--- config.mk ---
export PLATFORM = sky130hd
export DESIGN_NAME = eprom_bus_ctrl
export DESIGN_NICKNAME = d
export VERILOG_FILES = /design/src/rtl/eprom_bus_pkg.sv /design/src/rtl/eprom_rr_arbiter.sv /design/src/rtl/eprom_bus_ctrl.sv
export SDC_FILE = /design/constraint.sdc
export NUM_CORES = 1
export LEC_CHECK = 0
export ABC_CLOCK_PERIOD_IN_PS = 3210
export CORE_ASPECT_RATIO = 0.8
export CORE_MARGIN = 3
export CORE_UTILIZATION = 45
export CTS_BUF_LIST = sky130_fd_sc_hd__clkbuf_16
export CTS_CLUSTER_DIAMETER = 60
export DETAILED_ROUTE_END_ITERATION = 12
export GPL_TIMING_DRIVEN = 1
export PLACE_DENSITY_LB_ADDON = 0.15
export SKIP_CTS_REPAIR_TIMING = 1
export SYNTH_ARGS = -nofsm -noshare
export SYNTH_HDL_FRONTEND = slang
export SYNTH_SLANG_ARGS = --single-unit
--- constraint.sdc ---
create_clock -name clk -period 3.21 [get_ports clk]
set_input_delay 0.642 -clock clk [delete_from_list [all_inputs] [get_ports clk]]
set_output_delay 0.642 -clock clk [all_outputs]
set_load 0.005 [all_outputs]
--- src/rtl/eprom_bus_pkg.sv ---
// Shared constants and state encoding for the boot EPROM bus controller.
// Optional read cache is enabled by defining EPROM_BUS_CTRL_CACHE_EN.
`timescale 1ns/1ps
package eprom_bus_pkg;

  localparam int unsigned ADDR_W_DEF      = 20;
  localparam int unsigned DATA_W          = 8;
  localparam int unsigned CNT_W           = 4;

  localparam int unsigned WAIT_STATES_DEF = 2;
  localparam int unsigned WAIT_STATES_MIN = 1;
  localparam int unsigned WAIT_STATES_MAX = 15;
  localparam int unsigned RECOVERY_DEF    = 1;
  localparam int unsigned RECOVERY_MIN    = 0;
  localparam int unsigned RECOVERY_MAX    = 7;

  typedef enum logic [2:0] {
    ST_IDLE    = 3'd0,
    ST_SETUP   = 3'd1,
    ST_READ    = 3'd2,
    ST_LATCH   = 3'd3,
    ST_RECOVER = 3'd4,
    ST_HIT     = 3'd5
  } state_e;

endpackage

--- src/rtl/eprom_rr_arbiter.sv ---
// Two-way round-robin arbiter: the port that did not win last time wins a tie.
`timescale 1ns/1ps
module eprom_rr_arbiter (
  input  logic req0,
  input  logic req1,
  input  logic last_grant,
  output logic grant_valid,
  output logic grant_sel
);

  // Grant selection; a lone requester always wins.
  always_comb begin
    grant_valid = req0 | req1;
    grant_sel   = 1'b0;
    if (req0 && req1) begin
      grant_sel = ~last_grant;
    end else if (req1) begin
      grant_sel = 1'b1;
    end
  end

endmodule

--- src/rtl/eprom_bus_ctrl.sv ---
// Boot EPROM read sequencer shared by two requesters (0 = fetch, 1 = loader).
// Define EPROM_BUS_CTRL_CACHE_EN to add a one-entry read cache that bypasses the EPROM on a hit.
`timescale 1ns/1ps
module eprom_bus_ctrl
  import eprom_bus_pkg::*;
#(
  parameter int unsigned WAIT_STATES = WAIT_STATES_DEF,
  parameter int unsigned RECOVERY    = RECOVERY_DEF,
  parameter int unsigned ADDR_W      = ADDR_W_DEF
) (
  input  logic              clk,
  input  logic              reset,
  input  logic              req0,
  input  logic [ADDR_W-1:0] addr0,
  output logic              ack0,
  output logic [DATA_W-1:0] rdata0,
  input  logic              req1,
  input  logic [ADDR_W-1:0] addr1,
  output logic              ack1,
  output logic [DATA_W-1:0] rdata1,
  output logic              _cs,
  output logic              _oe,
  output logic [ADDR_W-1:0] rom_addr,
  input  logic [DATA_W-1:0] rom_data,
  output logic              busy
);

  state_e            state;
  logic              sel;
  logic              last_grant;
  logic [CNT_W-1:0]  cnt;
  logic              grant_valid;
  logic              grant_sel;
  logic [ADDR_W-1:0] grant_addr;

  eprom_rr_arbiter u_arb (
    .req0        (req0),
    .req1        (req1),
    .last_grant  (last_grant),
    .grant_valid (grant_valid),
    .grant_sel   (grant_sel)
  );

  assign grant_addr = grant_sel ? addr1 : addr0;

`ifdef EPROM_BUS_CTRL_CACHE_EN
  logic              cache_valid;
  logic [ADDR_W-1:0] cache_tag;
  logic [DATA_W-1:0] cache_byte;
  logic              cache_hit;

  assign cache_hit = cache_valid && (cache_tag == grant_addr);

  // Single-entry cache, filled with every byte sampled from the EPROM.
  always_ff @(posedge clk) begin
    if (reset) begin
      cache_valid <= 1'b0;
      cache_tag   <= '0;
      cache_byte  <= '0;
    end else if (state == ST_READ && cnt == CNT_W'(WAIT_STATES - 1)) begin
      cache_valid <= 1'b1;
      cache_tag   <= rom_addr;
      cache_byte  <= rom_data;
    end
  end
`endif

  // Access sequencer: arbitration, strobe timing, data return and ack pulses.
  always_ff @(posedge clk) begin
    if (reset) begin
      state      <= ST_IDLE;
      sel        <= 1'b0;
      last_grant <= 1'b1;
      cnt        <= '0;
      _cs        <= 1'b1;
      _oe        <= 1'b1;
      rom_addr   <= '0;
      ack0       <= 1'b0;
      ack1       <= 1'b0;
      rdata0     <= '0;
      rdata1     <= '0;
      busy       <= 1'b0;
    end else begin
      ack0 <= 1'b0;
      ack1 <= 1'b0;
      case (state)
        ST_IDLE: begin
          if (grant_valid) begin
            last_grant <= grant_sel;
            sel        <= grant_sel;
            busy       <= 1'b1;
`ifdef EPROM_BUS_CTRL_CACHE_EN
            if (cache_hit) begin
              state <= ST_HIT;
              if (grant_sel) begin
                ack1   <= 1'b1;
                rdata1 <= cache_byte;
              end else begin
                ack0   <= 1'b1;
                rdata0 <= cache_byte;
              end
            end else begin
              state    <= ST_SETUP;
              rom_addr <= grant_addr;
              _cs      <= 1'b0;
            end
`else
            state    <= ST_SETUP;
            rom_addr <= grant_addr;
            _cs      <= 1'b0;
`endif
          end
        end
        ST_SETUP: begin
          state <= ST_READ;
          _oe   <= 1'b0;
          cnt   <= '0;
        end
        ST_READ: begin
          if (cnt == CNT_W'(WAIT_STATES - 1)) begin
            state <= ST_LATCH;
            _cs   <= 1'b1;
            _oe   <= 1'b1;
            if (sel) begin
              ack1   <= 1'b1;
              rdata1 <= rom_data;
            end else begin
              ack0   <= 1'b1;
              rdata0 <= rom_data;
            end
          end else begin
            cnt <= cnt + CNT_W'(1);
          end
        end
        ST_LATCH: begin
          cnt <= '0;
          if (RECOVERY != 0) begin
            state <= ST_RECOVER;
          end else begin
            state <= ST_IDLE;
            busy  <= 1'b0;
          end
        end
        ST_RECOVER: begin
          if (cnt == CNT_W'(RECOVERY - 1)) begin
            state <= ST_IDLE;
            busy  <= 1'b0;
          end else begin
            cnt <= cnt + CNT_W'(1);
          end
        end
        ST_HIT: begin
          state <= ST_IDLE;
          busy  <= 1'b0;
        end
        default: begin
          state <= ST_IDLE;
          _cs   <= 1'b1;
          _oe   <= 1'b1;
          busy  <= 1'b0;
        end
      endcase
    end
  end

endmodule

==> impl_summary.txt <==
----------------------------------------------------
[Status]
  Outcome ... finished clean

[Placement]
  Count of buffers inserted at the top-level ports ... 92
  Post-detailed-placement half-perimeter wirelength ... 3570 µm
  Cell count after placement ... 360
  Placer's final routability congestion estimate ... roughly 0.78
  Setup slack after placement ... ~920 ps
  Placed cell area ... between 3000 and 4000 µm²

[Synthesis]
  Gate count of the mapped netlist ... 222
  Fraction of the mapped netlist area in compound gates ... 14.5%
  Post-synth ARST share ... 0%
  Yosys warning total ... 0
  Simple-gate portion of the synthesized area ... between 10% and 20%
  Distinct cell type count of the synthesized netlist ... 42
  Post-synthesis share of cell area spent on full adders, half adders and majority gates ... under 10%
  Sequential fraction of the synthesis area ... roughly 46%
  Average cell area after synthesis ... roughly 10 µm²
  Number of synthesized flops with an enable pin ... 0
  Multiplexer share of the synthesized area ... approximately 18%
  Summed instance area of the synthesized netlist ... between 2000 and 2500 µm²
  Combinational family with the most area after synthesis ... multiplexers
  XOR/XNOR share of the synthesized area ... less than 1%
  Predominant post-synthesis flop cell ... sky130_fd_sc_hd__dfxtp_1
  Nets in the synthesized netlist ... 277
  Register bit count reported by yosys ... 50

[Die]
  Chip Height ... 68.3 µm
  Overall die width ... 83.9 µm
  I/O pins ... 93
  Row Count ... 22
  Core outline area ... between 4000 and 5000 µm²
  Initial cell density of the core ... 47.2%
  Area of the die ... ~5700 µm²

[STA]
  Slew of the pin with the lowest slew margin ... around 950 ps
  Setup ws final ... between 1000 and 1500 ps
  Max-slew headroom ... 36.9%
  Achievable Freq ... about 500 MHz
  Unrepaired setup endpoints after global routing ... no
  Final number of max-transition violations ... 0
  Final Setup Violations ... 0
  Setup TNS ... 0 ps
  Hold Slack ... roughly 500 ps
  Worst Skew ... 5.41 ps
  Total count of hold-check failures in the final report ... 0
  Final Cycle Share ... between 60% and 70%
  Period minus WS final ... 2000 ps

[Critical path]
  Worst Path Arrival ... around 2100 ps
  Critical-path top delay cell ... sky130_fd_sc_hd__and4b_1
  Largest fanout on the critical path ... 8
  Worst setup EP type ... flop
  Class of the most critical setup path ... reg -> reg
  Critical path launch point type ... flop
  Data required, critical path ... between 3000 and 4000 ps
  Register-to-register setup slack ... 1210 ps
  CP peak stage delay ... roughly 580 ps
  Worst-path cell chain ... ha_1 -> nor3b_2 -> and4b_1 -> mux2i_1 -> nor2_1

[Cells and area]
  Diode insertion count for antenna repair ... 0
  Filler cells ... around 360
  Area of all placed cells without fillers ... around 3300 µm²
  P&R area growth vs syn ... 51.4%
  Fraction of final layout cells with drive strength greater than 1 ... under 10%
  Final Instance Count excl. Fillers ... 368
  Area taken by flip-flops and latches ... between 1000 and 1500 µm²
  Fin nets ... 362
  Footprint of the multi-input gates ... 1100 µm²
  Layout Utilization ... a little under three quarters

[Power]
  Switching part of the total ... 25.6%
  Power Dens Cells ... 581 nW/µm²
  Clock share of power ... between 30% and 40%
  Total net switching power ... around 0.5 mW
  Maximum resistive drop on vdd ... roughly 0.00035 V
  Overall power after layout ... ~1.9 mW
  Leakage dissipation ... 1.29 nW
  Cell internal power dissipation ... 1.43 mW
  Part of the power in registers ... approximately two fifths
  Combinational cell fraction of total power ... between 20% and 30%

[Route]
  Vias/cell ... about 5.0
  DRT Pass-1 Iters ... 4
  Number of design rule violations left after detail routing ... 0
  Total length of routed wires ... 4930 µm
  Antenna viol nets, final ... 0
  Count of vias placed by the detailed router ... roughly 1,800
  Initial DRC Count ... 78
  Average detailed-routed wire length per instance ... approximately 13 µm

[Clock tree]
  Post-CTS clock slew at the launch and capture registers of the worst setup and hold paths ... 60 ps
  Htree depth ... 2
  CTS tree ... built
  CTS max path bufs ... 2
  Worst skew pair latency ... about 280 ps
  Number of buffers created by CTS ... 5
  Number of sinks handled by clock tree synthesis ... 50
  CTS Root Cell ... sky130_fd_sc_hd__clkbuf_16

[GRT]
  Number of antenna violations at the first check in global routing ... 0
  Maximum number of pins on one net before global-route repair ... between 50 and 60
  Global-route wire length before repair ... 8220 µm
  All-layer global routing usage ... between 10% and 20%
  Remaining global-route overflow ... 0
  Via count of the first global-routing pass ... 1,756

[Job]
  Max-capacitance violation count ... 0

[Worst hold path]
  Type of the worst min-delay path ... reg -> reg

----------------------------------------------------
[metal layers]
layer  wire [µm]  GRT usage, %  part of all wire, %
met1        2320          22.5                   47
met2        2190          28.9                   44
met3         384          6.38                  7.8
met4          35          5.02                 0.71
met5           0             0                    0
[area by class of cell]
cell class / count / area share (%)
clock buffer: 5 / 3.78
clock inverter: 3 / 1.93
inverter: 4 / 0.454
multi-input combinational: 152 / 33.1
sequential: 50 / 30.3
tap: 60 / 2.27
timing repair buffer: 94 / 28.1
[Yosys cell counts (2+ instances only)]
library cell	instances	area (µm²)
sky130_fd_sc_hd__dfxtp_1	50	1000
sky130_fd_sc_hd__nor2_1	44	165
sky130_fd_sc_hd__mux2i_1	37	370
sky130_fd_sc_hd__a211oi_1	21	158
sky130_fd_sc_hd__buf_2	7	35.0
sky130_fd_sc_hd__clkbuf_1	7	26.3
sky130_fd_sc_hd__nand2_1	5	18.8
sky130_fd_sc_hd__inv_1	4	15.0
sky130_fd_sc_hd__ha_1	3	37.5
sky130_fd_sc_hd__nor3_1	3	15.0
sky130_fd_sc_hd__o21ai_0	3	15.0
sky130_fd_sc_hd__o21bai_1	3	22.5
sky130_fd_sc_hd__a21oi_1	2	10.0
sky130_fd_sc_hd__a22oi_1	2	15.0
sky130_fd_sc_hd__nand3_1	2	10.0
sky130_fd_sc_hd__nor2b_1	2	12.5
sky130_fd_sc_hd__nor3b_2	2	25.0
[registers in the layout, indices dropped and copies added (netlist names)]
name and count:
rom_addr 20, rdata0 8, rdata1 8, cnt 4
state 3, _cs 1, _oe 1, ack0 1
ack1 1, busy 1, last_grant 1, sel 1
[power by group through the flow]
stage | Clock (mW) | Combinational, mW | Sequential (mW)
floorplan | 0 | 0.278 | 0.767
finish | 0.659 | 0.498 | 0.766
global placement | 0 | 0.495 | 0.775
detailed placement | 0 | 0.503 | 0.779
CTS | 0.675 | 0.504 | 0.766
global route | 0.700 | 0.551 | 0.778
[worst max-delay path, delay by kind of cell, from the launching register on]
family                   cells  cell delay (ps)
adder cells (fa/ha/maj)      1              200
flip-flops                   1              420
AND/OR/NAND/NOR              3              980
multiplexers                 1              250
[cell families (layout without fill, tap and decap cells)]
group           count (synthesis)  after routing
fa+ha+maj                       3              3
compound gates                 41             41
buf+inv                        20            106
xor+xnor                        1              1
simple gates                   69             69
flops                          50             50
mux                            38             38
[cell usage in the layout (no fill, tap or decap), drive strengths merged, types with 2 or more instances in the layout]
| cell | n |
|---|---|
| nor2b | 2 |
| dfxtp | 50 |
| nor3b | 3 |
| ha | 3 |
| inv | 4 |
| mux2i | 37 |
| o21ai | 4 |
| o21bai | 3 |
| nand3 | 2 |
| nor2 | 45 |
| bufinv | 2 |
| clkdlybuf4s50 | 91 |
| nand2 | 5 |
| or3b | 2 |
| a211oi | 21 |
| o2bb2ai | 2 |
| nor3 | 4 |
| buf | 3 |
| a21oi | 2 |
| clkbuf | 5 |
| a22oi | 2 |
[final timing paths]
| check | cells after the start | startpoint | end |
|---|---|---|---|
| setup / recovery | 5 | cnt[0] | rdata0[7] |
| hold / removal | 2 | rom_addr[5] | rom_addr[5] |
| setup reg to reg | 5 | cnt[0] | rdata0[7] |
| hold reg to reg | 2 | rom_addr[5] | rom_addr[5] |
Power figures use the tool's default switching activity.
